$ cat config.mk
export PLATFORM = sky130hd
export DESIGN_NAME = uart_rx_cfg
export DESIGN_NICKNAME = d
export VERILOG_FILES = /design/src/rtl/uart_pkg.sv /design/src/rtl/uart_rx_sync.sv /design/src/rtl/uart_rx_cfg.sv
export SDC_FILE = /design/constraint.sdc
export NUM_CORES = 1
export LEC_CHECK = 0
export ABC_AREA = 1
export BUFFER_PORTS_ARGS = -buffer_cell sky130_fd_sc_hd__buf_2
export CELL_PAD_IN_SITES_DETAIL_PLACEMENT = 1
export CELL_PAD_IN_SITES_GLOBAL_PLACEMENT = 1
export CORE_MARGIN = 2
export CORE_UTILIZATION = 45
export CTS_BUF_LIST = sky130_fd_sc_hd__clkbuf_16
export DETAILED_ROUTE_END_ITERATION = 8
export GPL_TIMING_DRIVEN = 1
export PLACE_DENSITY = 0.85
export SKIP_LAST_GASP = 1
export SYNTH_ARGS = -nofsm -noshare
export SYNTH_HDL_FRONTEND = slang
export SYNTH_SLANG_ARGS = --single-unit
$ cat constraint.sdc
create_clock -name clk -period 2.07 [get_ports clk]
set_input_delay 0.414 -clock clk [delete_from_list [all_inputs] [get_ports clk]]
set_output_delay 0.414 -clock clk [all_outputs]
set_load 0.01 [all_outputs]
$ cat src/rtl/uart_pkg.sv
// Shared definitions for the configurable UART receiver: parity modes,
// receiver state encoding and counter sizing.
package uart_pkg;

  // Parity modes selected by the PARITY parameter.
  localparam int PAR_NONE = 0;
  localparam int PAR_ODD  = 1;
  localparam int PAR_EVEN = 2;

  // Receiver state encoding (kept as plain constants for legacy tooling).
  localparam logic [2:0] ST_IDLE   = 3'd0;
  localparam logic [2:0] ST_START  = 3'd1;
  localparam logic [2:0] ST_DATA   = 3'd2;
  localparam logic [2:0] ST_PARITY = 3'd3;
  localparam logic [2:0] ST_STOP   = 3'd4;

  // Width of the per-bit clock counter; never narrower than one bit.
  function automatic int cnt_width(input int clk_per_bit);
    return (clk_per_bit > 1) ? $clog2(clk_per_bit) : 1;
  endfunction

endpackage

$ cat src/rtl/uart_rx_sync.sv
// Input conditioning for the UART receiver: a two-flop synchroniser for the
// asynchronous line, followed by a 3-deep history used for a 2-of-3 majority
// vote. Every flop resets to 1 so the idle-high line never looks like a start.
module uart_rx_sync (
  input  logic clk,
  input  logic rst,
  input  logic rx_i,
  output logic rx_sync_o,
  output logic rx_major_o
);

  logic       meta_q;
  logic       sync_q;
  logic [2:0] hist_q;

  // Two-flop synchroniser bringing the line into the clk domain.
  always_ff @(posedge clk or posedge rst) begin
    // NOTE: clocked state uses non-blocking assignments so every flop samples
    // the pre-edge value of its neighbour; blocking here would collapse the chain.
    if (rst) begin
      meta_q <= 1'b1;
      sync_q <= 1'b1;
    end else begin
      meta_q <= rx_i;
      sync_q <= meta_q;
    end
  end

  // Three most recent synchronised samples feeding the majority vote.
  always_ff @(posedge clk or posedge rst) begin
    if (rst) begin
      hist_q <= 3'b111;
    end else begin
      hist_q <= {hist_q[1:0], sync_q};
    end
  end

  assign rx_sync_o  = sync_q;
  assign rx_major_o = (hist_q[0] & hist_q[1]) |
                      (hist_q[0] & hist_q[2]) |
                      (hist_q[1] & hist_q[2]);

endmodule

$ cat src/rtl/uart_rx_cfg.sv
// Configurable UART receiver: DATA_BITS data bits (LSB first), optional odd or
// even parity, one or two stop bits. Each bit is judged by a 2-of-3 majority
// vote around its centre. Every character, good or bad, is delivered with a
// one-cycle o_valid strobe together with framing, parity and break flags.
module uart_rx_cfg
  import uart_pkg::*;
#(
  parameter int CLK_PER_BIT = 868,
  parameter int DATA_BITS   = 8,
  parameter int PARITY      = 0,
  parameter int STOP_BITS   = 1
) (
  input  logic                 clk,
  input  logic                 rst,
  input  logic                 i_rx,
  output logic [DATA_BITS-1:0] o_data,
  output logic                 o_valid,
  output logic                 o_busy,
  output logic                 o_frame_err,
  output logic                 o_parity_err,
  output logic                 o_break
);

  localparam int CNT_W = cnt_width(CLK_PER_BIT);
  localparam int IDX_W = $clog2(DATA_BITS + 1);
  localparam int HALF  = (CLK_PER_BIT - 1) / 2;

  localparam logic [CNT_W-1:0] CNT_HALF      = CNT_W'(HALF);
  localparam logic [CNT_W-1:0] CNT_FULL      = CNT_W'(CLK_PER_BIT - 1);
  localparam logic [IDX_W-1:0] IDX_LAST_DATA = IDX_W'(DATA_BITS - 1);
  localparam logic [IDX_W-1:0] IDX_LAST_STOP = IDX_W'(STOP_BITS - 1);

  // Conditioned line.
  logic rx_sync;
  logic rx_major;

  // Falling-edge detector on the synchronised line.
  logic rx_prev_q;
  logic fall_q;

  // Receiver state and datapath.
  logic [2:0]           state_q,      state_d;
  logic [CNT_W-1:0]     cnt_q,        cnt_d;
  logic [IDX_W-1:0]     idx_q,        idx_d;
  logic [DATA_BITS-1:0] shreg_q,      shreg_d;
  logic                 par_bit_q,    par_bit_d;
  logic                 frame_pend_q, frame_pend_d;
  logic                 stop0_low_q,  stop0_low_d;

  // Registered character outputs.
  logic [DATA_BITS-1:0] data_q,       data_d;
  logic                 valid_q,      valid_d;
  logic                 frame_err_q,  frame_err_d;
  logic                 par_err_q,    par_err_d;
  logic                 brk_q,        brk_d;

  // Helpers evaluated at the final stop sample.
  logic bit_tick;
  logic par_xor;
  logic parity_bad;
  logic first_stop_low;

  uart_rx_sync u_sync (
    .clk        (clk),
    .rst        (rst),
    .rx_i       (i_rx),
    .rx_sync_o  (rx_sync),
    .rx_major_o (rx_major)
  );

  // Registered 1->0 detector; a line held low produces no further pulses.
  always_ff @(posedge clk or posedge rst) begin
    if (rst) begin
      rx_prev_q <= 1'b1;
      fall_q    <= 1'b0;
    end else begin
      rx_prev_q <= rx_sync;
      fall_q    <= rx_prev_q & ~rx_sync;
    end
  end

  assign bit_tick = (cnt_q == CNT_FULL);
  assign par_xor  = (^shreg_q) ^ par_bit_q;

  // Odd parity expects an odd number of ones across data and parity bit.
  assign parity_bad = (PARITY == PAR_ODD)  ? ~par_xor :
                      (PARITY == PAR_EVEN) ?  par_xor : 1'b0;

  // With one stop bit the first stop sample is the one being taken now.
  assign first_stop_low = (idx_q == '0) ? ~rx_major : stop0_low_q;

  // Next-state logic: sampling schedule, data capture and character delivery.
  always_comb begin
    // NOTE: every signal written here is given a default first, so no branch
    // can leave one unassigned and infer a latch.
    state_d      = state_q;
    cnt_d        = cnt_q;
    idx_d        = idx_q;
    shreg_d      = shreg_q;
    par_bit_d    = par_bit_q;
    frame_pend_d = frame_pend_q;
    stop0_low_d  = stop0_low_q;
    data_d       = data_q;
    valid_d      = 1'b0;
    frame_err_d  = frame_err_q;
    par_err_d    = par_err_q;
    brk_d        = brk_q;

    case (state_q)
      ST_IDLE: begin
        cnt_d        = '0;
        idx_d        = '0;
        par_bit_d    = 1'b0;
        frame_pend_d = 1'b0;
        if (fall_q) begin
          state_d = ST_START;
        end
      end

      ST_START: begin
        if (cnt_q == CNT_HALF) begin
          cnt_d   = '0;
          // A start bit that is high again at its centre was only a glitch.
          state_d = rx_major ? ST_IDLE : ST_DATA;
        end else begin
          cnt_d = cnt_q + 1'b1;
        end
      end

      ST_DATA: begin
        if (bit_tick) begin
          cnt_d   = '0;
          shreg_d = {rx_major, shreg_q[DATA_BITS-1:1]};
          if (idx_q == IDX_LAST_DATA) begin
            idx_d   = '0;
            state_d = (PARITY != PAR_NONE) ? ST_PARITY : ST_STOP;
          end else begin
            idx_d = idx_q + 1'b1;
          end
        end else begin
          cnt_d = cnt_q + 1'b1;
        end
      end

      ST_PARITY: begin
        if (bit_tick) begin
          cnt_d     = '0;
          par_bit_d = rx_major;
          state_d   = ST_STOP;
        end else begin
          cnt_d = cnt_q + 1'b1;
        end
      end

      ST_STOP: begin
        if (bit_tick) begin
          cnt_d = '0;
          if (idx_q == '0) begin
            stop0_low_d = ~rx_major;
          end
          if (!rx_major) begin
            frame_pend_d = 1'b1;
          end
          if (idx_q == IDX_LAST_STOP) begin
            // Leave mid-stop-bit so the next start edge is caught in IDLE.
            idx_d       = '0;
            state_d     = ST_IDLE;
            valid_d     = 1'b1;
            data_d      = shreg_q;
            frame_err_d = frame_pend_q | ~rx_major;
            par_err_d   = parity_bad;
            brk_d       = (shreg_q == '0) &&
                          ((PARITY == PAR_NONE) || !par_bit_q) &&
                          first_stop_low;
          end else begin
            idx_d = idx_q + 1'b1;
          end
        end else begin
          cnt_d = cnt_q + 1'b1;
        end
      end

      default: begin
        state_d = ST_IDLE;
        cnt_d   = '0;
        idx_d   = '0;
      end
    endcase
  end

  // Receiver state and datapath registers.
  always_ff @(posedge clk or posedge rst) begin
    if (rst) begin
      state_q      <= ST_IDLE;
      cnt_q        <= '0;
      idx_q        <= '0;
      shreg_q      <= '0;
      par_bit_q    <= 1'b0;
      frame_pend_q <= 1'b0;
      stop0_low_q  <= 1'b0;
    end else begin
      state_q      <= state_d;
      cnt_q        <= cnt_d;
      idx_q        <= idx_d;
      shreg_q      <= shreg_d;
      par_bit_q    <= par_bit_d;
      frame_pend_q <= frame_pend_d;
      stop0_low_q  <= stop0_low_d;
    end
  end

  // Character outputs; held between strobes, cleared only by reset.
  always_ff @(posedge clk or posedge rst) begin
    if (rst) begin
      data_q      <= '0;
      valid_q     <= 1'b0;
      frame_err_q <= 1'b0;
      par_err_q   <= 1'b0;
      brk_q       <= 1'b0;
    end else begin
      data_q      <= data_d;
      valid_q     <= valid_d;
      frame_err_q <= frame_err_d;
      par_err_q   <= par_err_d;
      brk_q       <= brk_d;
    end
  end

  assign o_data       = data_q;
  assign o_valid      = valid_q;
  assign o_busy       = (state_q != ST_IDLE);
  assign o_frame_err  = frame_err_q;
  assign o_parity_err = par_err_q;
  assign o_break      = brk_q;

endmodule

==> impl_results.html, run 1 <==
<table>
<tr><th>Metric</th><th>Value</th></tr>
<tr><th colspan="2">Timing</th></tr>
<tr><td>Worst Skew</td><td>8.92 ps</td></tr>
<tr><td>Accumulated negative setup slack</td><td>0 ps</td></tr>
<tr><td>Fmax</td><td>564 MHz</td></tr>
<tr><td>Unrepaired setup endpoints after global routing</td><td>no</td></tr>
<tr><td>Setup ws final</td><td>298 ps</td></tr>
<tr><td>Final setup violation count</td><td>0</td></tr>
<tr><td>Final period util</td><td>0.856</td></tr>
<tr><td>Worst slew pin tran</td><td>737 ps</td></tr>
<tr><td>Final hold violation count</td><td>0</td></tr>
<tr><td>Final max-slew violation count</td><td>0</td></tr>
<tr><td>Worst slew margin relative to its limit</td><td>0.506</td></tr>
<tr><td>Minimum period implied by the final worst setup slack</td><td>1770 ps</td></tr>
<tr><th colspan="2">Setup path</th></tr>
<tr><td>Top fanout value on the critical path</td><td>13</td></tr>
<tr><td>Category of the worst setup path capture point</td><td>flip-flop</td></tr>
<tr><td>Launching element type of the critical path</td><td>flip-flop</td></tr>
<tr><td>Required time reported for the critical path endpoint</td><td>2250 ps</td></tr>
<tr><td>Worst Path Arrival</td><td>1950 ps</td></tr>
<tr><td>Critical path class</td><td>reg2reg</td></tr>
<tr><th colspan="2">Global route</th></tr>
<tr><td>Initial antenna violation count</td><td>0</td></tr>
<tr><td>Maximum number of pins on one net before global-route repair</td><td>22</td></tr>
<tr><td>Global route total overflow</td><td>0</td></tr>
<tr><td>Global router's overall resource usage</td><td>0.195</td></tr>
<tr><td>Wire length of the first global-routing pass</td><td>7720 um</td></tr>
<tr><td>Number of global-route vias before repair</td><td>1674</td></tr>
<tr><th colspan="2">Layout</th></tr>
<tr><td>Layout Cells excl Fill</td><td>314</td></tr>
<tr><td>Commonest non-fill, non-tap cell in the layout</td><td>sky130_fd_sc_hd__nand2_1</td></tr>
<tr><td>Commonest non-fill, non-tap cells in the layout</td><td>sky130_fd_sc_hd__nand2_1 (55), sky130_fd_sc_hd__dfrtp_1 (39), sky130_fd_sc_hd__inv_1 (36), sky130_fd_sc_hd__nor2_1 (25), sky130_fd_sc_hd__o21ai_0 (24)</td></tr>
<tr><td>Final net count</td><td>268</td></tr>
<tr><td>Diode insertion count for antenna repair</td><td>0</td></tr>
<tr><td>Share of layout cells above drive strength 1</td><td>0.191</td></tr>
<tr><td>Layout Area Growth over Synthesis</td><td>13.2%</td></tr>
<tr><th colspan="2">Logic synthesis</th></tr>
<tr><td>Count of distinct cell types in the synthesized netlist</td><td>26</td></tr>
<tr><td>Largest cells by area after synthesis</td><td>sky130_fd_sc_hd__dfrtp_1 (46%), sky130_fd_sc_hd__nand2_1 (9.8%), sky130_fd_sc_hd__inv_1 (6.4%)</td></tr>
<tr><td>Post-synthesis average cell area</td><td>8.73 um^2</td></tr>
<tr><td>Number of warnings reported in the yosys synthesis log</td><td>0</td></tr>
<tr><td>Cell count after synthesis</td><td>242</td></tr>
<tr><td>FF+latch count, synth</td><td>44</td></tr>
<tr><td>Top cell type's share of synthesized area</td><td>0.462</td></tr>
<tr><td>Cell type with the largest total area after synthesis</td><td>sky130_fd_sc_hd__dfrtp_1</td></tr>
<tr><td>Post-Synthesis Net Count</td><td>249</td></tr>
<tr><td>Area of the mapped netlist</td><td>0.00211 mm^2</td></tr>
<tr><td>Sequential element share of the synthesized area</td><td>0.524</td></tr>
<tr><th colspan="2">Status</th></tr>
<tr><td>Status</td><td>finished, final reports clean</td></tr>
<tr><th colspan="2">Clock tree</th></tr>
<tr><td>Clock Path Buffers</td><td>2</td></tr>
<tr><td>Clk_lat worst skew</td><td>290 ps</td></tr>
<tr><td>Quantity of gates resized following cts</td><td>0</td></tr>
<tr><td>Hold_buf cts</td><td>0</td></tr>
<tr><td>Clock root buffer</td><td>sky130_fd_sc_hd__clkbuf_16</td></tr>
<tr><td>CTS clk-pin slew, worst paths</td><td>60 ps</td></tr>
<tr><td>CTS tree</td><td>yes</td></tr>
<tr><td>Number of buffers created by CTS</td><td>5</td></tr>
<tr><td>Setup repair bufs after CTS</td><td>0</td></tr>
<tr><td>Number of sinks driven by the clock tree</td><td>44</td></tr>
<tr><td>H-tree depth</td><td>2</td></tr>
<tr><th colspan="2">Routing</th></tr>
<tr><td>Routed wire per std cell</td><td>14.5 um</td></tr>
<tr><td>Violation count after the first detailed-route iteration</td><td>74</td></tr>
<tr><td>Number of vias per cell after detailed routing</td><td>5.06</td></tr>
<tr><td>Total vias in the final route</td><td>1588</td></tr>
<tr><td>Remaining antenna violation count</td><td>0</td></tr>
<tr><td>Number of search-and-repair iterations in the first detailed-routing pass</td><td>4</td></tr>
<tr><td>DR DRC count</td><td>0</td></tr>
<tr><td>Total routed wirelength</td><td>4560 um</td></tr>
<tr><th colspan="2">Die</th></tr>
<tr><td>Number of placement rows</td><td>24</td></tr>
<tr><td>Number of top-level design ports</td><td>16</td></tr>
<tr><td>Die Footprint</td><td>0.00526 mm^2</td></tr>
<tr><td>Placeable core region</td><td>0.00444 mm^2</td></tr>
<tr><td>Horiz. Die Dim</td><td>72.5 um</td></tr>
<tr><td>Die Ht</td><td>72.5 um</td></tr>
<tr><td>Initial cell density of the core</td><td>0.476</td></tr>
<tr><th colspan="2">Power and ir drop</th></tr>
<tr><td>Total power</td><td>2.50 mW</td></tr>
<tr><td>Combinational power share</td><td>0.249</td></tr>
<tr><td>Worst IR Drop VDD</td><td>0.516 mV</td></tr>
<tr><td>Leakage power</td><td>1.17 nW</td></tr>
<tr><td>Clock share of power</td><td>0.352</td></tr>
<tr><td>Net Sw Power</td><td>842 uW</td></tr>
<tr><td>Power density over cell area</td><td>1050 mW/mm^2</td></tr>
<tr><td>Internal Dissipation</td><td>1.66 mW</td></tr>
<tr><td>Portion of total power attributed to sequential cells</td><td>0.399</td></tr>
<tr><td>Switching share of total power</td><td>0.337</td></tr>
<tr><th colspan="2">Placed design</th></tr>
<tr><td>Detailed placer's ending HPWL</td><td>3280 um</td></tr>
<tr><td>Number of instances in the placed design</td><td>306</td></tr>
<tr><td>PortBufs</td><td>14</td></tr>
<tr><td>Global placement routability congestion</td><td>0.822</td></tr>
<tr><td>Worst slack at placement</td><td>320 ps</td></tr>
<tr><th colspan="2">Run</th></tr>
<tr><td>Max-capacitance violation count</td><td>0</td></tr>
<tr><th colspan="2">Min path</th></tr>
<tr><td>Hold Crit Class</td><td>in2async</td></tr>
</table>
## routing by layer
metal	vias to the layer above	wire length (um)	share of wire	GRT usage
met1	775	2000	0.44	0.235
met5	-	0	0	0
met3	11	106	0.023	0.0528
li1	786	-	-	-
met4	0	97	0.021	0.0782
met2	16	2360	0.52	0.330
## metrics by stage
step / hold slack (ps) / util / cell area (um^2)
floorplan: 345 / - / 2110
global route: 190 / 0.538 / 2390
CTS: 169 / 0.538 / 2390
global placement: 348 / 0.501 / 2230
finish: 153 / 0.538 / 2390
detailed placement: 353 / 0.501 / 2230
## final timing paths
kind | start | end | slack [ps] | cells past startpoint
max | cnt_q[0]$_DFF_PP0_ | state_q[2]$_DFFE_PP0P_ | 300 | 10
min | rst | o_data[0]$_DFFE_PP0P_ | 150 | 2
max reg2reg | cnt_q[0]$_DFF_PP0_ | state_q[2]$_DFFE_PP0P_ | 300 | 10
min reg2reg | u_sync.meta_q$_DFF_PP1_ | u_sync.rx_sync_o$_DFF_PP1_ | 360 | 0
max in group asynchronous | rst | u_sync.hist_q[0]$_DFF_PP1_ | 1260 | 3
min in group clk | i_rx | u_sync.meta_q$_DFF_PP1_ | 230 | 1
## flip-flops by register name (all words and copies together) (netlist names)
name	count
u_sync.rx_sync_o	1
u_sync.meta_q	1
idx_q	4
o_valid	1
stop0_low_q	1
o_frame_err	1
frame_pend_q	1
o_data	8
shreg_q	8
cnt_q	10
u_sync.hist_q	3
state_q	3
o_break	1
fall_q	1
## Yosys cell counts
| cell | count |
|---|---|
| sky130_fd_sc_hd__nand2_4 | 1 |
| sky130_fd_sc_hd__o21ai_2 | 8 |
| sky130_fd_sc_hd__xnor2_1 | 2 |
| sky130_fd_sc_hd__o21ai_0 | 24 |
| sky130_fd_sc_hd__nand4_4 | 1 |
| sky130_fd_sc_hd__dfstp_2 | 5 |
| sky130_fd_sc_hd__xor2_1 | 3 |
| sky130_fd_sc_hd__a21oi_1 | 1 |
| sky130_fd_sc_hd__dfrtp_1 | 39 |
| sky130_fd_sc_hd__conb_1 | 1 |
| sky130_fd_sc_hd__o21ai_1 | 1 |
| sky130_fd_sc_hd__ha_1 | 4 |
| sky130_fd_sc_hd__buf_6 | 2 |
| sky130_fd_sc_hd__inv_1 | 36 |
| sky130_fd_sc_hd__nand3_1 | 11 |
| sky130_fd_sc_hd__nand2_1 | 55 |
| sky130_fd_sc_hd__buf_2 | 1 |
| sky130_fd_sc_hd__nor2_1 | 25 |
| sky130_fd_sc_hd__nor3_1 | 5 |
| sky130_fd_sc_hd__buf_4 | 1 |
| sky130_fd_sc_hd__nand4_1 | 4 |
| sky130_fd_sc_hd__nand3_4 | 1 |
| sky130_fd_sc_hd__inv_2 | 2 |
| sky130_fd_sc_hd__nand3_2 | 1 |
| sky130_fd_sc_hd__nor2_4 | 3 |
| sky130_fd_sc_hd__nand2_2 | 5 |
## cell families after synthesis
logic type / Yosys count / synth area share
buffers and inverters: 42 / 0.0841
other: 1 / 0.00177
AOI/OAI and AO/OA: 34 / 0.0947
xor gates and xnor gates: 5 / 0.0207
adders and majority gates: 4 / 0.0237
and+or+nand+nor: 112 / 0.251
DFF: 44 / 0.524
## worst max-delay path, stage by stage, from the launching register on
cell and delay, ps:
sky130_fd_sc_hd__dfrtp_1 400, sky130_fd_sc_hd__ha_1 250, sky130_fd_sc_hd__nand2_1 110, sky130_fd_sc_hd__nor2_4 150
sky130_fd_sc_hd__nand3_4 110, sky130_fd_sc_hd__nand2_1 110, sky130_fd_sc_hd__nand2_2 80, sky130_fd_sc_hd__inv_2 200
sky130_fd_sc_hd__nand2_1 130, sky130_fd_sc_hd__nand2_1 80, sky130_fd_sc_hd__nand2_1 50
## power groups by stage
stage                     Combinational [mW]  Clock, mW  Sequential [mW]
after floorplan                        0.513          0            0.991
after global placement                 0.596          0             1.01
after detailed placement               0.615          0             1.01
after CTS                              0.633      0.899            0.999
after global routing                   0.715      0.935             1.01
final                                  0.623      0.879            0.998
## area by class of cell
type	count	area, um^2
repair buffers	16	85.1
clock buffers	5	125
well taps	52	65.1
multi-input cells	156	828
clock inverters	3	38.8
inverters	38	143
flip-flops and latches	44	1110
fillers	532	2050
Power figures use the tool's default switching activity.
==> run 2: changes to the inputs <==
--- a/config.mk
+++ b/config.mk
@@ -5,16 +5,15 @@
 export SDC_FILE = /design/constraint.sdc
 export NUM_CORES = 1
 export LEC_CHECK = 0
-export ABC_AREA = 1
 export BUFFER_PORTS_ARGS = -buffer_cell sky130_fd_sc_hd__buf_2
 export CELL_PAD_IN_SITES_DETAIL_PLACEMENT = 1
 export CELL_PAD_IN_SITES_GLOBAL_PLACEMENT = 1
 export CORE_MARGIN = 2
-export CORE_UTILIZATION = 45
+export CORE_UTILIZATION = 47
 export CTS_BUF_LIST = sky130_fd_sc_hd__clkbuf_16
 export DETAILED_ROUTE_END_ITERATION = 8
 export GPL_TIMING_DRIVEN = 1
-export PLACE_DENSITY = 0.85
+export PLACE_DENSITY = 0.84
 export SKIP_LAST_GASP = 1
 export SYNTH_ARGS = -nofsm -noshare
 export SYNTH_HDL_FRONTEND = slang
==> constraint.sdc (replaced) <==
create_clock -name clk -period 2.07 [get_ports clk]
set_input_delay 0.1035 -clock clk [delete_from_list [all_inputs] [get_ports clk]]
set_output_delay 0.1035 -clock clk [all_outputs]
set_load 0.01 [all_outputs]
==> run 2 against run 1 <==
Critical path depth shrank 6. Hold slack gained 210 ps. Wire length grew 1.7%. Design area shrank 1.3%. Synthesized area shrank 5.0%. Largest power group unchanged.
==> impl_results.html, run 2 <==
<table>
<tr><th>Metric</th><th>Value</th></tr>
<tr><th colspan="2">Status</th></tr>
<tr><td>Status</td><td>finished, final reports clean</td></tr>
<tr><th colspan="2">Timing</th></tr>
<tr><td>Fmax</td><td>512 MHz (-9.3%)</td></tr>
<tr><td>Final hold violation count</td><td>0 (unchanged)</td></tr>
<tr><td>Worst Skew</td><td>6.71 ps (-2.21 ps)</td></tr>
<tr><td>Minimum period implied by the final worst setup slack</td><td>1950 ps (+183 ps)</td></tr>
<tr><td>Worst slew margin relative to its limit</td><td>0.647 (+0.141)</td></tr>
<tr><td>Worst slew pin tran</td><td>529 ps (-208 ps)</td></tr>
<tr><td>Final max-slew violation count</td><td>0 (unchanged)</td></tr>
<tr><td>Accumulated negative setup slack</td><td>0 ps (unchanged)</td></tr>
<tr><td>Unrepaired setup endpoints after global routing</td><td>no</td></tr>
<tr><td>Setup ws final</td><td>116 ps (-183 ps)</td></tr>
<tr><td>Final setup violation count</td><td>0 (unchanged)</td></tr>
<tr><td>Final period util</td><td>0.944 (+0.0882)</td></tr>
<tr><th colspan="2">Logic synthesis</th></tr>
<tr><td>Cell type with the largest total area after synthesis</td><td>sky130_fd_sc_hd__dfrtp_1</td></tr>
<tr><td>Post-synthesis average cell area</td><td>11.7 um^2 (+34%)</td></tr>
<tr><td>Post-synth EDFFs</td><td>0 (unchanged)</td></tr>
<tr><td>Area of the mapped netlist</td><td>0.00201 mm^2 (-5.0%)</td></tr>
<tr><td>Count of distinct cell types in the synthesized netlist</td><td>50 (+92%)</td></tr>
<tr><td>Cell count after synthesis</td><td>171 (-29%)</td></tr>
<tr><td>Top cell type's share of synthesized area</td><td>0.474 (+0.0120)</td></tr>
<tr><td>Number of warnings reported in the yosys synthesis log</td><td>0 (unchanged)</td></tr>
<tr><td>Count leader, synth</td><td>sky130_fd_sc_hd__dfrtp_1</td></tr>
<tr><td>Sequential element share of the synthesized area</td><td>0.539 (+0.0153)</td></tr>
<tr><td>Top cells by instance count after synthesis</td><td>sky130_fd_sc_hd__dfrtp_1 (38), sky130_fd_sc_hd__nor2_1 (16), sky130_fd_sc_hd__mux2_2 (13)</td></tr>
<tr><td>Proportion of register bits with asynchronous set or reset after synthesis</td><td>1.00 (unchanged)</td></tr>
<tr><td>Largest cells by area after synthesis</td><td>sky130_fd_sc_hd__dfrtp_1 (47%), sky130_fd_sc_hd__mux2_2 (7.3%), sky130_fd_sc_hd__dfstp_2 (6.5%)</td></tr>
<tr><td>Post-Synthesis Net Count</td><td>178 (-29%)</td></tr>
<tr><td>FF+latch count, synth</td><td>43 (-2.3%)</td></tr>
<tr><td>Most common flop cell mapped by yosys</td><td>sky130_fd_sc_hd__dfrtp_1</td></tr>
<tr><th colspan="2">Die</th></tr>
<tr><td>Placeable core region</td><td>0.00406 mm^2 (-8.7%)</td></tr>
<tr><td>Number of top-level design ports</td><td>16 (unchanged)</td></tr>
<tr><td>Number of placement rows</td><td>23 (-4.2%)</td></tr>
<tr><td>Die Footprint</td><td>0.00481 mm^2 (-8.6%)</td></tr>
<tr><td>Initial cell density of the core</td><td>0.495 (+0.0191)</td></tr>
<tr><td>Horiz. Die Dim</td><td>69.3 um (-4.4%)</td></tr>
<tr><td>Die Ht</td><td>69.3 um (-4.4%)</td></tr>
<tr><th colspan="2">Clock tree</th></tr>
<tr><td>Clock root buffer</td><td>sky130_fd_sc_hd__clkbuf_16</td></tr>
<tr><td>Number of buffers created by CTS</td><td>5 (unchanged)</td></tr>
<tr><td>CTS clk-pin slew, worst paths</td><td>60 ps (about the same)</td></tr>
<tr><td>Clk_lat worst skew</td><td>280 ps (about the same)</td></tr>
<tr><td>CTS tree</td><td>yes</td></tr>
<tr><td>Number of sinks driven by the clock tree</td><td>43 (-2.3%)</td></tr>
<tr><td>Clock Path Buffers</td><td>2 (unchanged)</td></tr>
<tr><td>H-tree depth</td><td>2 (unchanged)</td></tr>
<tr><th colspan="2">Layout</th></tr>
<tr><td>Commonest non-fill, non-tap cell in the layout</td><td>sky130_fd_sc_hd__dfrtp_1</td></tr>
<tr><td>Diode insertion count for antenna repair</td><td>0 (unchanged)</td></tr>
<tr><td>Layout Area Growth over Synthesis</td><td>17.6%</td></tr>
<tr><td>Share of the core filled with cells in the final layout</td><td>0.582 (+0.0436)</td></tr>
<tr><td>Share of layout cells above drive strength 1</td><td>0.298 (+0.107)</td></tr>
<tr><td>Commonest non-fill, non-tap cells in the layout</td><td>sky130_fd_sc_hd__dfrtp_1 (37), sky130_fd_sc_hd__nor2_1 (16), sky130_fd_sc_hd__buf_2 (14), sky130_fd_sc_hd__mux2_2 (13)</td></tr>
<tr><td>Max FFs per register</td><td>10 (unchanged)</td></tr>
<tr><td>Most flops, register</td><td>cnt_q</td></tr>
<tr><td>Final net count</td><td>204 (-24%)</td></tr>
<tr><th colspan="2">Global route</th></tr>
<tr><td>Initial antenna violation count</td><td>0 (unchanged)</td></tr>
<tr><td>Wire length of the first global-routing pass</td><td>8110 um (+5.0%)</td></tr>
<tr><td>Global route total overflow</td><td>0 (unchanged)</td></tr>
<tr><td>Number of global-route vias before repair</td><td>1626 (-2.9%)</td></tr>
<tr><td>Global router's overall resource usage</td><td>0.216 (+0.0211)</td></tr>
<tr><td>Maximum number of pins on one net before global-route repair</td><td>44 (+100%)</td></tr>
<tr><th colspan="2">Power and ir drop</th></tr>
<tr><td>Total power</td><td>1.92 mW (-23%)</td></tr>
<tr><td>Worst IR Drop VDD</td><td>0.582 mV (+13%)</td></tr>
<tr><td>Power density over cell area</td><td>813 mW/mm^2 (-22%)</td></tr>
<tr><td>Leakage power</td><td>1.11 nW (-5.3%)</td></tr>
<tr><th colspan="2">Setup path</th></tr>
<tr><td>Category of the worst setup path capture point</td><td>flip-flop</td></tr>
<tr><td>Reg2Reg Depth</td><td>4 (-6)</td></tr>
<tr><td>Total stage count of the critical path</td><td>4 (-6)</td></tr>
<tr><td>Delay of the slowest cell on the worst path</td><td>440 ps (+40 ps)</td></tr>
<tr><td>Top fanout value on the critical path</td><td>8 (-5)</td></tr>
<tr><td>Family with the most delay on the worst path</td><td>simple AND/OR/NAND/NOR gates</td></tr>
<tr><td>Critical path buffers and inverters</td><td>0 (-1)</td></tr>
<tr><td>Worst Path Arrival</td><td>2110 ps (+160 ps)</td></tr>
<tr><td>Critical path class</td><td>reg2reg</td></tr>
<tr><td>Master of the slowest instance on the critical path</td><td>sky130_fd_sc_hd__dfrtp_1</td></tr>
<tr><td>Required time reported for the critical path endpoint</td><td>2230 ps (-20 ps)</td></tr>
<tr><td>Ordered cell list for the critical path</td><td>nor3b_4 -&gt; nand3_2 -&gt; nor3_4 -&gt; mux2_2</td></tr>
<tr><td>Launching element type of the critical path</td><td>flip-flop</td></tr>
<tr><th colspan="2">Placed design</th></tr>
<tr><td>Global placement routability congestion</td><td>0.820 (-0.23%)</td></tr>
<tr><td>PortBufs</td><td>14 (unchanged)</td></tr>
<tr><td>Detailed placer's ending HPWL</td><td>3200 um (-2.4%)</td></tr>
<tr><td>Worst slack at placement</td><td>59.7 ps (-260 ps)</td></tr>
<tr><th colspan="2">Routing</th></tr>
<tr><td>Number of search-and-repair iterations in the first detailed-routing pass</td><td>4 (unchanged)</td></tr>
<tr><td>Total routed wirelength</td><td>4640 um (+1.7%)</td></tr>
<tr><td>Total vias in the final route</td><td>1453 (-8.5%)</td></tr>
<tr><td>Routed wire per std cell</td><td>18.7 um (+29%)</td></tr>
<tr><td>DR DRC count</td><td>0 (unchanged)</td></tr>
<tr><td>Violation count after the first detailed-route iteration</td><td>66 (-11%)</td></tr>
<tr><td>Remaining antenna violation count</td><td>0 (unchanged)</td></tr>
<tr><td>Number of vias per cell after detailed routing</td><td>5.86 (+16%)</td></tr>
<tr><th colspan="2">Min path</th></tr>
<tr><td>Hold Crit Class</td><td>reg2reg</td></tr>
<tr><td>Hold-critical path depth</td><td>0</td></tr>
<tr><th colspan="2">Run</th></tr>
<tr><td>Max-capacitance violation count</td><td>0 (unchanged)</td></tr>
</table>
-- run 2: cell types whose count changed in the layout (fill, tap and decap cells not counted), sizes merged, moves of 3 or more --
cell	change
nor2	-12
nand3	-8
inv	-28
a21oi	+4
nor2b	+4
mux2	+16
nand2	-51
buf	+6
o21ai	-28
nor3	-3
nor4	+4
-- run 2: cell families (layout without fill, tap and decap cells) --
group,after synthesis,after routing,synth area share
other,1,1,0.00187
AOI/OAI and AO/OA,23,23,0.0823
and+or+nand+nor,61,61,0.191
xor gates and xnor gates,8,8,0.0349
muxes,17,17,0.0948
adders and majority gates,4,4,0.0249
DFF,43,43,0.539
buffers and inverters,14,41,0.0312
-- run 2: layout make-up --
cell class                 instances  area [um^2]
fill                             428         1700
sequential                        43         1080
multi-input combinational        114          877
timing repair buffer              24          163
clock buffer                       5          125
tap                               50         62.6
inverter                           9         33.8
clock inverter                     3         16.3
-- run 2: power breakdown --
group	total, mW	internal (mW)	leakage (nW)	switching [mW]
clock network	0.738	0.439	0.0710	0.299
logic	0.226	0.0890	0.464	0.137
registers	0.956	0.897	0.571	0.0593
-- run 2: routing by layer --
layer / vias to the layer above / wire [um] / GRT usage / share of wire
li1: 654 / - / - / -
met1: 750 / 1850 / 0.257 / 0.40
met2: 31 / 2450 / 0.360 / 0.53
met3: 18 / 146 / 0.0552 / 0.031
met4: 0 / 189 / 0.111 / 0.041
met5: - / 0 / 0 / 0
-- run 2: what timing repair did --
| item | in CTS | in global routing |
|---|---|---|
| hold buffers | 2 | 0 |
| setup endpoints to repair | 0 | 15 |
| buffers inserted | 0 | 1 |
| endpoints found under the hold margin | 39 | 0 |
| gates resized for setup | 0 | 5 |
-- run 2: worst paths after layout --
kind                                    startpoint                         end  slack, ps
hold / removal             u_sync.meta_q$_DFF_PP1_  u_sync.rx_sync_o$_DFF_PP1_        360
setup reg to reg                cnt_q[2]$_DFF_PP0_      shreg_q[3]$_DFFE_PP0P_        120
max in group asynchronous                      rst        idx_q[0]$_DFFE_PP0P_       1190
min in group asynchronous                      rst          cnt_q[0]$_DFF_PP0_        500
hold reg to reg            u_sync.meta_q$_DFF_PP1_  u_sync.rx_sync_o$_DFF_PP1_        360
setup / recovery                cnt_q[2]$_DFF_PP0_      shreg_q[3]$_DFFE_PP0P_        120
-- run 2: per-stage QoR --
step           instances  hold WS, ps  instance area [um^2]
2_1_floorplan        171          108                  2010
3_3_place_gp         237          211                  2180
3_5_place_dp         237          220                  2180
4_1_cts              247          366                  2340
5_1_grt              248          369                  2360
6_report             248          363                  2360
==> run 3: changes to the inputs <==
--- a/config.mk
+++ b/config.mk
@@ -5,13 +5,14 @@
 export SDC_FILE = /design/constraint.sdc
 export NUM_CORES = 1
 export LEC_CHECK = 0
-export BUFFER_PORTS_ARGS = -buffer_cell sky130_fd_sc_hd__buf_2
+export ABC_AREA = 0
 export CELL_PAD_IN_SITES_DETAIL_PLACEMENT = 1
 export CELL_PAD_IN_SITES_GLOBAL_PLACEMENT = 1
 export CORE_MARGIN = 2
-export CORE_UTILIZATION = 47
+export CORE_UTILIZATION = 50
 export CTS_BUF_LIST = sky130_fd_sc_hd__clkbuf_16
 export DETAILED_ROUTE_END_ITERATION = 8
+export DONT_BUFFER_PORTS = 1
 export GPL_TIMING_DRIVEN = 1
 export PLACE_DENSITY = 0.84
 export SKIP_LAST_GASP = 1
==> run 3 against run 2 <==
Non-clock buffer count is 14 lower. Final cell count is 5.6% lower. Sequential cell count did not move. Sequential power barely moved. Highest routed layer unchanged. Maximum frequency fell by 3.8%. Design area fell by 3.0%. Global-route usage rose by 0.47 points. Via count fell by 5.4%. First-iteration DRC count grew 14%.
==> impl_results.html, run 3 (synthesized netlist as in run 2, its figures left out) <==
<table>
<tr><th>Metric</th><th>Value</th></tr>
<tr><th colspan="2">Status</th></tr>
<tr><td>Status</td><td>finished, final reports clean</td></tr>
<tr><th colspan="2">Layout</th></tr>
<tr><td>Finished layout cell area</td><td>0.00229 mm^2 (-3.0%)</td></tr>
<tr><td>Commonest non-fill, non-tap cell in the layout</td><td>sky130_fd_sc_hd__dfrtp_1</td></tr>
<tr><td>Max FFs per register</td><td>10 (unchanged)</td></tr>
<tr><td>Diode insertion count for antenna repair</td><td>0 (unchanged)</td></tr>
<tr><td>Layout Cells excl Fill</td><td>234 (-5.6%)</td></tr>
<tr><td>Sequential Area</td><td>0.00108 mm^2 (-0.12%)</td></tr>
<tr><td>Share of layout cells above drive strength 1</td><td>0.228 (-0.0697)</td></tr>
<tr><td>Commonest non-fill, non-tap cells in the layout</td><td>sky130_fd_sc_hd__dfrtp_1 (38), sky130_fd_sc_hd__nor2_1 (16), sky130_fd_sc_hd__mux2_2 (13), sky130_fd_sc_hd__nand2_1 (10), sky130_fd_sc_hd__inv_1 (10)</td></tr>
<tr><td>Count of filler cells inserted in the layout</td><td>407 (-4.9%)</td></tr>
<tr><td>Final net count</td><td>190 (-6.9%)</td></tr>
<tr><td>Multi-input combinational cell area</td><td>878 um^2 (+0.14%)</td></tr>
<tr><td>Most flops, register</td><td>cnt_q</td></tr>
<tr><td>Layout Area Growth over Synthesis</td><td>14.2%</td></tr>
<tr><td>Share of the core filled with cells in the final layout</td><td>0.581 (-0.000784)</td></tr>
<tr><th colspan="2">Setup path</th></tr>
<tr><td>Register-to-register path setup slack</td><td>40 ps (-80 ps)</td></tr>
<tr><td>Required time reported for the critical path endpoint</td><td>2270 ps (+40 ps)</td></tr>
<tr><td>Category of the worst setup path capture point</td><td>flip-flop</td></tr>
<tr><td>Crit Reg-Reg Endpoint</td><td>idx_q[3]$_DFFE_PP0P_</td></tr>
<tr><td>Launching element type of the critical path</td><td>flip-flop</td></tr>
<tr><td>Master of the slowest instance on the critical path</td><td>sky130_fd_sc_hd__or4_1</td></tr>
<tr><td>Critical path class</td><td>reg2reg</td></tr>
<tr><td>Ordered cell list for the critical path</td><td>ha_1 -&gt; and2_1 -&gt; a32oi_1 -&gt; or2_4 -&gt; or4_1 -&gt; o211ai_1</td></tr>
<tr><td>Reg2Reg Depth</td><td>6 (+2)</td></tr>
<tr><td>Top fanout value on the critical path</td><td>5 (-3)</td></tr>
<tr><td>Worst r2r src</td><td>cnt_q[0]$_DFF_PP0_</td></tr>
<tr><td>Delay of the slowest cell on the worst path</td><td>520 ps (+80 ps)</td></tr>
<tr><td>Worst Path Arrival</td><td>2230 ps (+120 ps)</td></tr>
<tr><th colspan="2">Placed design</th></tr>
<tr><td>PortBufs</td><td>0 (-14)</td></tr>
<tr><td>Global placement routability congestion</td><td>0.804 (-2.0%)</td></tr>
<tr><td>Placed instance area</td><td>0.00210 mm^2 (-3.6%)</td></tr>
<tr><td>Detailed placer's ending HPWL</td><td>3020 um (-5.6%)</td></tr>
<tr><td>Number of instances in the placed design</td><td>222 (-6.3%)</td></tr>
<tr><th colspan="2">Die</th></tr>
<tr><td>Initial cell density of the core</td><td>0.509 (+0.0144)</td></tr>
<tr><td>Number of top-level design ports</td><td>16 (unchanged)</td></tr>
<tr><td>Horiz. Die Dim</td><td>67.4 um (-2.9%)</td></tr>
<tr><td>Number of placement rows</td><td>23 (unchanged)</td></tr>
<tr><td>Die Footprint</td><td>0.00454 mm^2 (-5.7%)</td></tr>
<tr><td>Placeable core region</td><td>0.00394 mm^2 (-2.8%)</td></tr>
<tr><td>Die Ht</td><td>67.4 um (-2.9%)</td></tr>
<tr><th colspan="2">Timing</th></tr>
<tr><td>Final hold violation count</td><td>0 (unchanged)</td></tr>
<tr><td>Final setup violation count</td><td>0 (unchanged)</td></tr>
<tr><td>Accumulated negative setup slack</td><td>0 ps (unchanged)</td></tr>
<tr><td>Final period util</td><td>0.981 (+0.0370)</td></tr>
<tr><td>Unrepaired setup endpoints after global routing</td><td>yes</td></tr>
<tr><td>Worst slew margin relative to its limit</td><td>0.632 (-0.0156)</td></tr>
<tr><td>Minimum period implied by the final worst setup slack</td><td>2030 ps (+76.6 ps)</td></tr>
<tr><td>Final max-slew violation count</td><td>0 (unchanged)</td></tr>
<tr><td>Fmax</td><td>492 MHz (-3.8%)</td></tr>
<tr><td>Worst slew pin tran</td><td>547 ps (+17.6 ps)</td></tr>
<tr><td>Worst Skew</td><td>4.67 ps (-2.04 ps)</td></tr>
<tr><th colspan="2">Clock tree</th></tr>
<tr><td>H-tree depth</td><td>2 (unchanged)</td></tr>
<tr><td>Clk_lat worst skew</td><td>280 ps (about the same)</td></tr>
<tr><td>Number of buffers created by CTS</td><td>5 (unchanged)</td></tr>
<tr><td>CTS clk-pin slew, worst paths</td><td>60 ps (about the same)</td></tr>
<tr><td>Clock root buffer</td><td>sky130_fd_sc_hd__clkbuf_16</td></tr>
<tr><td>Clock Path Buffers</td><td>2 (unchanged)</td></tr>
<tr><td>CTS tree</td><td>yes</td></tr>
<tr><td>Number of sinks driven by the clock tree</td><td>43 (unchanged)</td></tr>
<tr><th colspan="2">Min path</th></tr>
<tr><td>HP Start</td><td>u_sync.meta_q$_DFF_PP1_</td></tr>
<tr><td>Hold-critical path depth</td><td>0 (unchanged)</td></tr>
<tr><td>Hold Crit Class</td><td>reg2reg</td></tr>
<tr><td>WHS Endpoint</td><td>u_sync.rx_sync_o$_DFF_PP1_</td></tr>
<tr><th colspan="2">Power and ir drop</th></tr>
<tr><td>Leakage power</td><td>1.03 nW (-6.4%)</td></tr>
<tr><td>Power density over cell area</td><td>830 mW/mm^2 (+2.0%)</td></tr>
<tr><td>Total power</td><td>1.90 mW (-0.98%)</td></tr>
<tr><td>Worst IR Drop VDD</td><td>0.728 mV (+25%)</td></tr>
<tr><th colspan="2">Routing</th></tr>
<tr><td>Total vias in the final route</td><td>1374 (-5.4%)</td></tr>
<tr><td>Total routed wirelength</td><td>4470 um (-3.5%)</td></tr>
<tr><td>Remaining antenna violation count</td><td>0 (unchanged)</td></tr>
<tr><td>Routed wire per std cell</td><td>19.1 um (+2.3%)</td></tr>
<tr><td>DR DRC count</td><td>0 (unchanged)</td></tr>
<tr><td>Number of vias per cell after detailed routing</td><td>5.87 (+0.22%)</td></tr>
<tr><td>Number of search-and-repair iterations in the first detailed-routing pass</td><td>4 (unchanged)</td></tr>
<tr><td>Violation count after the first detailed-route iteration</td><td>75 (+14%)</td></tr>
<tr><th colspan="2">Global route</th></tr>
<tr><td>Maximum number of pins on one net before global-route repair</td><td>44 (unchanged)</td></tr>
<tr><td>Global route total overflow</td><td>0 (unchanged)</td></tr>
<tr><td>Initial antenna violation count</td><td>0 (unchanged)</td></tr>
<tr><td>Wire length of the first global-routing pass</td><td>7260 um (-10%)</td></tr>
<tr><td>Global router's overall resource usage</td><td>0.221 (+0.00466)</td></tr>
<tr><td>Number of global-route vias before repair</td><td>1470 (-9.6%)</td></tr>
<tr><th colspan="2">Run</th></tr>
<tr><td>Max-capacitance violation count</td><td>0 (unchanged)</td></tr>
</table>
[run 3: routing by layer]
layer / vias to the layer above / track usage / routed length [um] / part of all wire
met5: - / 0 / 0 / 0
met4: 0 / 0.0587 / 59 / 0.013
met3: 8 / 0.0550 / 133 / 0.030
met2: 28 / 0.366 / 2380 / 0.53
met1: 709 / 0.289 / 1900 / 0.42
li1: 629 / - / - / -
[run 3: worst max path at each step]
stage                     slack, ps  cells past startpoint                    end                 start
after floorplan                 140                      6  o_data[0]$_DFFE_PP0P_  idx_q[0]$_DFFE_PP0P_
after global placement          130                      7   idx_q[3]$_DFFE_PP0P_  idx_q[0]$_DFFE_PP0P_
after detailed placement         20                      7   idx_q[3]$_DFFE_PP0P_  idx_q[0]$_DFFE_PP0P_
after CTS                         7                      7   idx_q[3]$_DFFE_PP0P_  idx_q[0]$_DFFE_PP0P_
after global routing             -6                      5   idx_q[3]$_DFFE_PP0P_    cnt_q[3]$_DFF_PP0_
final                            40                      6   idx_q[3]$_DFFE_PP0P_    cnt_q[0]$_DFF_PP0_
[run 3: area by class of cell]
type	count	share of cell area
inverter	9	0.0147
timing repair buffer	10	0.0404
tap	50	0.0273
clock buffer	5	0.0546
clock inverter	3	0.00710
multi-input combinational	114	0.383
sequential	43	0.472
[run 3: what timing repair did]
item / 4_1_cts / 5_1_grt
setup buffers: 0 / 2
resized for setup: 0 / 3
endpoints found under the hold margin: 39 / 0
hold buffers: 2 / 0
endpoints found under the setup margin: 0 / 4
[run 3: critical path: cells and delay by family, from the launching register on]
| kind | cells | cell delay [ps] |
|---|---|---|
| fa+ha+maj | 1 | 230 |
| simple gates | 3 | 1050 |
| flops | 1 | 400 |
| compound gates | 2 | 270 |
[run 3: report_power, final]
| group | switching, mW | total (mW) | internal [mW] |
|---|---|---|---|
| combinational | 0.118 | 0.198 | 0.0800 |
| sequential | 0.0620 | 0.959 | 0.897 |
| clock | 0.305 | 0.745 | 0.440 |
| total | 0.485 | 1.90 | 1.42 |
[run 3: stage by stage]
| stage | worst slack, ps | hold WS, ps |
|---|---|---|
| 2_1_floorplan | 140 | 108 |
| 3_3_place_gp | 131 | 108 |
| 3_5_place_dp | 22.3 | 108 |
| 4_1_cts | 7.34 | 357 |
| 5_1_grt | -6.48 | 362 |
| 6_report | 39.3 | 357 |
